[src/rtl/mesi_isc_mbus_ctrl_if.sv]
// Bundles the CPU-side request handshake and the mesi_isc main-bus signals
// for the four ports of mesi_isc_mbus_ctrl.
interface mesi_isc_mbus_ctrl_if #(
    parameter int MBUS_CMD_WIDTH = 3,
    parameter int ADDR_WIDTH     = 32
);
    logic                        pause;
    logic [3:0]                  req_valid;
    logic [4*MBUS_CMD_WIDTH-1:0] req_cmd;
    logic [4*ADDR_WIDTH-1:0]     req_addr;
    logic [3:0]                  req_ready;
    logic [3:0]                  mbus_ack;
    logic [4*MBUS_CMD_WIDTH-1:0] mbus_cmd;
    logic [4*ADDR_WIDTH-1:0]     mbus_addr;
    logic [3:0]                  done;
    logic [3:0]                  timeout;
    logic                        busy;

    modport slave (
        input  pause, req_valid, req_cmd, req_addr, mbus_ack,
        output req_ready, mbus_cmd, mbus_addr, done, timeout, busy
    );

    modport master (
        output pause, req_valid, req_cmd, req_addr, mbus_ack,
        input  req_ready, mbus_cmd, mbus_addr, done, timeout, busy
    );
endinterface

[src/rtl/mesi_isc_mbus_ctrl.sv]
// Per-CPU main-bus request sequencer in front of mesi_isc: holds each command
// until acked, inserts the mandatory NOP gap, and flags ports that never get an ack.
module mesi_isc_mbus_ctrl #(
    parameter int MBUS_CMD_WIDTH = 3,
    parameter int ADDR_WIDTH     = 32,
    parameter int TIMEOUT_WIDTH  = 8,
    parameter int TIMEOUT_CYCLES = 200
) (
    input logic                clk,
    input logic                rst,
    mesi_isc_mbus_ctrl_if.slave bus
);

    localparam logic [MBUS_CMD_WIDTH-1:0] CMD_NOP      = MBUS_CMD_WIDTH'(0);
    localparam logic [MBUS_CMD_WIDTH-1:0] CMD_WR       = MBUS_CMD_WIDTH'(1);
    localparam logic [MBUS_CMD_WIDTH-1:0] CMD_RD_BROAD = MBUS_CMD_WIDTH'(4);
    localparam logic [TIMEOUT_WIDTH-1:0]  TIMEOUT_MAX  = TIMEOUT_WIDTH'(TIMEOUT_CYCLES);

    typedef enum logic [1:0] {
        IDLE,
        ISSUE,
        GAP
    } state_t;

    state_t                    state_q [4];
    state_t                    state_d [4];
    logic [MBUS_CMD_WIDTH-1:0] cmd_q   [4];
    logic [MBUS_CMD_WIDTH-1:0] cmd_d   [4];
    logic [ADDR_WIDTH-1:0]     addr_q  [4];
    logic [ADDR_WIDTH-1:0]     addr_d  [4];
    logic [TIMEOUT_WIDTH-1:0]  cnt_q   [4];
    logic [TIMEOUT_WIDTH-1:0]  cnt_d   [4];
    logic [3:0]                timeout_q;
    logic [3:0]                timeout_d;
    logic [3:0]                ready;
    logic [3:0]                done;
    logic                      busy;

    function automatic logic is_legal(input logic [MBUS_CMD_WIDTH-1:0] c);
        return (c >= CMD_WR) && (c <= CMD_RD_BROAD);
    endfunction

    always_ff @(posedge clk or posedge rst) begin
        if (rst) begin
            for (int i = 0; i < 4; i++) begin
                state_q[i] <= IDLE;
                cmd_q[i]   <= CMD_NOP;
                addr_q[i]  <= '0;
                cnt_q[i]   <= '0;
            end
            timeout_q <= '0;
        end else begin
            for (int i = 0; i < 4; i++) begin
                state_q[i] <= state_d[i];
                cmd_q[i]   <= cmd_d[i];
                addr_q[i]  <= addr_d[i];
                cnt_q[i]   <= cnt_d[i];
            end
            timeout_q <= timeout_d;
        end
    end

    // Ready is also gated by rst so nothing appears accepted while the block is held in reset.
    always_comb begin
        timeout_d = timeout_q;
        ready     = '0;
        done      = '0;
        busy      = 1'b0;
        for (int i = 0; i < 4; i++) begin
            state_d[i] = state_q[i];
            cmd_d[i]   = cmd_q[i];
            addr_d[i]  = addr_q[i];
            cnt_d[i]   = cnt_q[i];
            busy       = busy | (state_q[i] != IDLE);
            case (state_q[i])
                IDLE: begin
                    ready[i] = !bus.pause && !rst;
                    if (bus.req_valid[i] && ready[i] &&
                        is_legal(bus.req_cmd[i*MBUS_CMD_WIDTH +: MBUS_CMD_WIDTH])) begin
                        state_d[i] = ISSUE;
                        cmd_d[i]   = bus.req_cmd[i*MBUS_CMD_WIDTH +: MBUS_CMD_WIDTH];
                        addr_d[i]  = bus.req_addr[i*ADDR_WIDTH +: ADDR_WIDTH];
                        cnt_d[i]   = '0;
                    end
                end
                ISSUE: begin
                    if (bus.mbus_ack[i]) begin
                        done[i]    = 1'b1;
                        state_d[i] = GAP;
                        cmd_d[i]   = CMD_NOP;
                        addr_d[i]  = '0;
                        cnt_d[i]   = '0;
                    end else if (cnt_q[i] != TIMEOUT_MAX) begin
                        cnt_d[i] = cnt_q[i] + 1'b1;
                        if (cnt_d[i] == TIMEOUT_MAX) begin
                            timeout_d[i] = 1'b1;
                        end
                    end
                end
                GAP: begin
                    state_d[i] = IDLE;
                end
                default: begin
                    state_d[i] = IDLE;
                end
            endcase
        end
    end

    for (genvar g = 0; g < 4; g++) begin : g_pack
        assign bus.mbus_cmd[g*MBUS_CMD_WIDTH +: MBUS_CMD_WIDTH] = cmd_q[g];
        assign bus.mbus_addr[g*ADDR_WIDTH +: ADDR_WIDTH]        = addr_q[g];
    end

    assign bus.req_ready = ready;
    assign bus.done      = done;
    assign bus.timeout   = timeout_q;
    assign bus.busy      = busy;

endmodule

[src/flat_wrapper.sv]
// flat-port wrapper written by rule: the top's interface ports become plain ports
module mesi_isc_mbus_ctrl_flat 
#(
    parameter int MBUS_CMD_WIDTH = 3,
    parameter int ADDR_WIDTH     = 32,
    parameter int TIMEOUT_WIDTH  = 8,
    parameter int TIMEOUT_CYCLES = 200
)
  (clk, rst, bus_pause, bus_req_valid, bus_req_cmd, bus_req_addr, bus_mbus_ack, bus_req_ready, bus_mbus_cmd, bus_mbus_addr, bus_done, bus_timeout, bus_busy);
  mesi_isc_mbus_ctrl_if #(.MBUS_CMD_WIDTH(MBUS_CMD_WIDTH), .ADDR_WIDTH(ADDR_WIDTH)) bus_i ();
  input logic clk;
  input logic rst;
  input wire logic [$bits(bus_i.pause)-1:0] bus_pause;
  input wire logic [$bits(bus_i.req_valid)-1:0] bus_req_valid;
  input wire logic [$bits(bus_i.req_cmd)-1:0] bus_req_cmd;
  input wire logic [$bits(bus_i.req_addr)-1:0] bus_req_addr;
  input wire logic [$bits(bus_i.mbus_ack)-1:0] bus_mbus_ack;
  output wire logic [$bits(bus_i.req_ready)-1:0] bus_req_ready;
  output wire logic [$bits(bus_i.mbus_cmd)-1:0] bus_mbus_cmd;
  output wire logic [$bits(bus_i.mbus_addr)-1:0] bus_mbus_addr;
  output wire logic [$bits(bus_i.done)-1:0] bus_done;
  output wire logic [$bits(bus_i.timeout)-1:0] bus_timeout;
  output wire logic [$bits(bus_i.busy)-1:0] bus_busy;
  assign bus_i.pause = bus_pause;
  assign bus_i.req_valid = bus_req_valid;
  assign bus_i.req_cmd = bus_req_cmd;
  assign bus_i.req_addr = bus_req_addr;
  assign bus_i.mbus_ack = bus_mbus_ack;
  assign bus_req_ready = bus_i.req_ready;
  assign bus_mbus_cmd = bus_i.mbus_cmd;
  assign bus_mbus_addr = bus_i.mbus_addr;
  assign bus_done = bus_i.done;
  assign bus_timeout = bus_i.timeout;
  assign bus_busy = bus_i.busy;
  mesi_isc_mbus_ctrl #(.MBUS_CMD_WIDTH(MBUS_CMD_WIDTH), .ADDR_WIDTH(ADDR_WIDTH), .TIMEOUT_WIDTH(TIMEOUT_WIDTH), .TIMEOUT_CYCLES(TIMEOUT_CYCLES)) u_core (.clk(clk), .rst(rst), .bus(bus_i));
endmodule
[config.mk]
export PLATFORM = sky130hd
export DESIGN_NAME = mesi_isc_mbus_ctrl_flat
export DESIGN_NICKNAME = d
export VERILOG_FILES = /design/src/rtl/mesi_isc_mbus_ctrl_if.sv /design/src/rtl/mesi_isc_mbus_ctrl.sv /design/src/flat_wrapper.sv
export SDC_FILE = /design/constraint.sdc
export NUM_CORES = 1
export LEC_CHECK = 0
export CORE_MARGIN = 2
export CORE_UTILIZATION = 44
export CTS_CLUSTER_DIAMETER = 150
export DETAILED_ROUTE_END_ITERATION = 6
export PLACE_DENSITY = 0.81
export SETUP_SLACK_MARGIN = 0.1
export SYNTH_ARGS = -nofsm -noshare
export SYNTH_HDL_FRONTEND = slang
export SYNTH_SLANG_ARGS = --single-unit
[constraint.sdc]
create_clock -name clk -period 7 [get_ports clk]
set_input_delay 0.7 -clock clk [delete_from_list [all_inputs] [get_ports clk]]
set_output_delay 0.7 -clock clk [all_outputs]
set_load 0.02 [all_outputs]
-- Yosys cells after proc, flatten, opt, wreduce, memory -nomap -nowiden
Cells that the tools add are included.
- output and inout port bits: 153
- RAM bits: 0
- bits in latches: 0
- input port bits: 151
- logic and storage cells: 170
- bits in read-only memories: 0
- flip-flop bits (word level): 184
- memories: 0
- bitwise operators: 7
- $mul: 0
- add/sub/neg operators: 4
- order comparisons: 8
- muxes and demuxes: 64
- reductions and logical operators: 43
- equality and inequality tests: 24
- div/mod/pow operators: 0
- shifts and indexed selects: 0
- operators with widths (operator ; number):
    $mux 32 ; 8
    $pmux 32 s2 ; 4
    $mux 8 ; 12
    $pmux 8 s2 ; 4
    $add 8x1->8 const B ; 4
    $eq 8x8->1 const B ; 4
    $ne 8x8->1 const B ; 4
    $mux 3 ; 8
    $pmux 3 s2 ; 4
    $reduce_and 3->1 ; 8
    $mux 2 ; 8
    $pmux 2 s2 ; 4
    $reduce_and 4->1 ; 4
    $reduce_bool 2->1 ; 8
    $logic_and 1x1->1 ; 13
    $ge 3x1->1 const B ; 4
    $le 3x3->1 const B ; 4
    $mux 1 ; 12
    $ne 3x2->1 const B ; 4
    $eq 2x1->1 const B ; 4
    $logic_not 2->1 ; 4
    $ne 2x1->1 const B ; 4
    $ne 2x2->1 const B ; 4
    $reduce_and 2->1 ; 4
    3 further kinds ; 9

-- Longest topological paths before layout
- depth after elaboration: 6
- mapped depth: 7
- mapped depth without buffers: 6

-- Worst setup path before layout
OpenSTA, ideal clock, no wires.
- path kind: input to output
- start point: input port rst
- end point: output port bus_req_ready[0]
- required time: 6.300 ns
- arrival time: 1.503 ns
- path buffers: 1
- cell stages on the path: 2
- path slack: 4.797 ns
- cell sequence: buf_6 nor4_1
- longest elaborated chain between the ends: 3
- ends and longest elaborated chain (element ; RTL line ; text):
    start: declaration ; flat_wrapper.sv:12 ; input logic rst;
    $logic_not 1->1 ; mesi_isc_mbus_ctrl.sv:77 ; ready[i] = !bus.pause && !rst;
    $logic_and 1x1->1 ; mesi_isc_mbus_ctrl.sv:77 ;
    $mux 1 ; mesi_isc_mbus_ctrl.sv:75 ; case (state_q[i])
    end: declaration ; flat_wrapper.sv:18 ; output wire logic [$bits(bus_i.req_ready)-1:0] bus_req_ready;
Every way passes these cells.

-- Worst setup path after layout
- start point: input port rst
- end point: output port bus_req_ready[3]
The elaborated chain is that of the path after synthesis.

==> flow_metrics.py <==
metrics = {
    "run_status": {
        "outcome": "finished, final reports clean",
    },
    "power": {
        "power.clock.fraction_pct": 30.2,
        "power.density_cell_area_mw_per_mm2": 292.6,
        "seq_power_share_pct": 40.8,
        "vdd_drop_max_uv": 175.9,
        "power_leakage_nw": 5.112,
        "internal_power_consumption_mw": 2.387,
        "comb_power_share_pct": 29.0,
        "net_sw_power_mw": 1.030,
        "switching_share_of_total_power_pct": 30.14,
    },
    "clock_tree": {
        "cts_hold_buf": 0,
        "postcts_resize_cnt": 0,
        "clk-insertion-delay-late_ps": 430,
        "cts_tree": "done",
        "cts.sinks": 184,
        "clk_path_buf_depth": 2,
        "post-cts-setup-buffers": 0,
        "htree_levels": 4,
        "cts.reportedPaths.clkPinSlew_ps": 60,
        "clockRootBuffer": "clkbuf_16",
        "cts_buffers": 17,
    },
    "worst_setup_path": {
        "crit_path_start_kind": "primary input",
        "critical-path-top-cell-by-count": "clkdlybuf4s50_1",
        "worst_path_largest_cell_delay_ps": 740,
        "timing.critical_path.slowest_stage_cell": "clkdlybuf4s50_1",
        "cp_data_arrival_time_ps": 2690,
        "criticalPathCategory": "primary input to output pin",
        "crit_path_max_fanout": 9,
        "critical_path.top_delay_family": "buffers and inverters",
        "timing.critical_path.buf_inv": 2,
        "timing.critical_path.to_type": "output pin",
        "timing.critical_path.cells": "clkdlybuf4s50_1, nor4_1, clkdlybuf4s50_1",
        "required_ps": 6300,
    },
    "timing": {
        "rsz0062_at_grt": "false",
        "min_period_over_period_pct": 48.40,
        "fmax_mhz": 295.2,
        "slew_at_the_pin_closest_to_its_max_slew_limit_ps": 915.7,
        "timing_max_transition_violations_final": 0,
        "fin_hold_viols": 0,
        "tns_ps": 0,
        "post-route-min-period_ps": 3388,
        "setup-violations-final": 0,
        "max_slew_margin_pct": 38.95,
        "timing.clock.skew_ps": 11.07,
    },
    "floorplanning": {
        "dieArea_mm2": 0.01903,
        "die_height_um": 137.9,
        "core-area_mm2": 0.01742,
        "fp-row-count": 48,
        "initial_utilization_pct": 45.32,
        "design.portCount": 304,
        "floorplan.die.width_um": 137.9,
    },
    "global_routing": {
        "vias_in_the_first_global_route": 6343,
        "grt_first_pass_wirelength_um": 33440,
        "grt_util_overall_pct": 22.69,
        "overflow": 0,
        "grt_max_degree": 114,
        "antenna_found_initial": 0,
    },
    "drt": {
        "wl_per_cell_um": 19.21,
        "drt-initial-drc-count": 419,
        "drcViolationCount": 0,
        "postRouteWirelength_um": 22300,
        "detail-route-antenna-nets": 0,
        "first_pass_iters": 6,
        "vias_per_cell": 5.682,
        "dr_total_vias": 6597,
    },
    "flow_run": {
        "max-cap-violations": 0,
    },
    "place": {
        "detailedPlacementHpwl_um": 15270,
        "placed_cells_incl_taps": 1130,
        "routabilityCongestion": 0.8468,
        "portBuffers": 303,
        "place_area_mm2": 0.01105,
    },
    "layout": {
        "postLayoutCellArea_mm2": 0.01168,
        "antenna_cells_inserted": 0,
        "layout-drive-gt1-share_pct": 5.983,
        "layout.core_utilization_pct": 67.04,
        "signed_area_change_from_the_synthesized_netlist_to_the_final_layout_pct": 47.92,
        "finalNetCount": 1087,
        "fin_cells": 1161,
    },
    "yosys": {
        "yosys_warnings": 0,
        "netlist_top_cells_count": "dfrtp_1 (184), a22o_1 (140), nand2_1 (29)",
        "synth_area_per_inst_um2": 12.31,
        "ys_async_rst_share_pct": 100.0,
        "yosys.cell_types.count": 67,
        "synth.top_cell.area_share_pct": 58.33,
        "postSynth.topFlopCell": "dfrtp_1",
        "synth.top_cells.by_area": "dfrtp_1 (58%), a22o_1 (16%), ha_1 (1.9%)",
        "post_synth_inst_count": 641,
        "syn-cell-area_mm2": 0.007894,
        "yosysSeqAreaShare_pct": 58.33,
        "postSynthNetCount": 804,
        "synth_enable_flop_cells": 0,
        "synth_most_common_cell": "dfrtp_1",
        "synth-seq-cells": 184,
        "synth.largest_area_cell": "dfrtp_1",
    },
    "min_path": {
        "hold_crit_class": "flop to flop",
    },
}
==> registers in the layout, indices dropped and copies added (netlist names) <==
register / count
u_core.bus.timeout: 4
u_core.bus.mbus_addr: 128
u_core.bus.mbus_cmd: 12
u_core.state_q: 8
u_core.cnt_q: 32
==> final cells by class <==
cell class	count	area, µm²
Sequential cell	184	4604
Clock inverter	13	187.7
Tap cell	225	281.5
Inverter	18	75.07
Timing Repair Buffer	309	3078
Multi-Input combinational cell	394	3010
Fill cell	1300	5741
Clock buffer	18	439.2
==> power groups by stage <==
stage,sequential [mW],clock [mW],combinational (mW)
2_1_floorplan,1.60,0,0.269
3_3_place_gp,1.40,0,0.982
3_5_place_dp,1.40,0,0.999
4_1_cts,1.39,1.06,1.00
5_1_grt,1.42,1.10,1.05
6_report,1.39,1.03,0.989
==> final timing paths <==
path	startpoint	endpoint	slack, ps	cells past startpoint
max	rst	bus_req_ready[3]	3610	3
min	u_core.bus.timeout[1]	u_core.bus.timeout[1]	470	1
max reg2reg	u_core.state_q[1]	u_core.bus.mbus_addr[118]	4900	5
min reg2reg	u_core.bus.timeout[1]	u_core.bus.timeout[1]	470	1
max in group asynchronous	rst	u_core.cnt_q[23]	4380	3
min in group asynchronous	rst	u_core.cnt_q[27]	1230	2
==> cells in the final DEF, fill, tap and decap left out, types with 4 or more instances in the layout <==
cell type | netlist | routed
clkdlybuf4s50_1 | 0 | 303
dfrtp_1 | 184 | 184
a22o_1 | 140 | 140
nand2_1 | 29 | 29
a31oi_1 | 22 | 22
nor2_1 | 18 | 18
inv_1 | 18 | 17
clkbuf_16 | 0 | 17
nand3_1 | 15 | 15
a21oi_1 | 13 | 13
ha_1 | 12 | 12
o21ai_0 | 10 | 10
nand2b_1 | 8 | 8
or3_1 | 8 | 8
a41oi_1 | 7 | 7
nor3b_1 | 7 | 7
xnor2_1 | 6 | 6
nand4_1 | 6 | 6
o211ai_1 | 6 | 6
buf_4 | 3 | 6
mux2i_1 | 5 | 5
nor3b_2 | 5 | 5
and4_1 | 5 | 5
inv_6 | 0 | 5
nor2_4 | 4 | 4
and3b_1 | 4 | 4
and3_1 | 4 | 4
nor4_1 | 4 | 4
bufinv_16 | 0 | 4
==> metal layers <==
metal / share of wire (%) / track usage (%) / vias up / routed length [µm]
met5: 0 / 0 / - / 0
met3: 6.4 / 5.519 / 35 / 1427
met1: 42 / 29.97 / 3278 / 9462
met4: 2.2 / 7.200 / 0 / 481
li1: - / - / 3033 / -
met2: 49 / 36.99 / 251 / 10930
==> cells by family after synthesis <==
family / count (synthesis) / synth area share (%)
AOI/OAI and AO/OA: 225 / 23.19
xor gates and xnor gates: 9 / 0.9986
adders and majority gates: 12 / 1.902
buffers and inverters: 63 / 3.535
DFF: 184 / 58.33
muxes: 8 / 1.062
and+or+nand+nor: 140 / 10.98
==> stage by stage <==
step | power, mW | hold WS (ps) | setup WS (ps)
floorplan | 1.864 | 486.0 | 1168
global placement | 2.382 | 459.3 | 3585
detailed placement | 2.400 | 455.0 | 3602
CTS | 3.449 | 470.4 | 3602
global route | 3.564 | 501.3 | 3456
finish | 3.416 | 467.0 | 3612
==> worst reg2reg max path, delay by kind of cell, from the launching register on <==
family	cells	cell delay [ps]
AOI/OAI and AO/OA	1	270
and+or+nand+nor	3	1010
DFF	1	510
buffers and inverters	1	260
No activity file was read; power rests on OpenSTA's default activity.
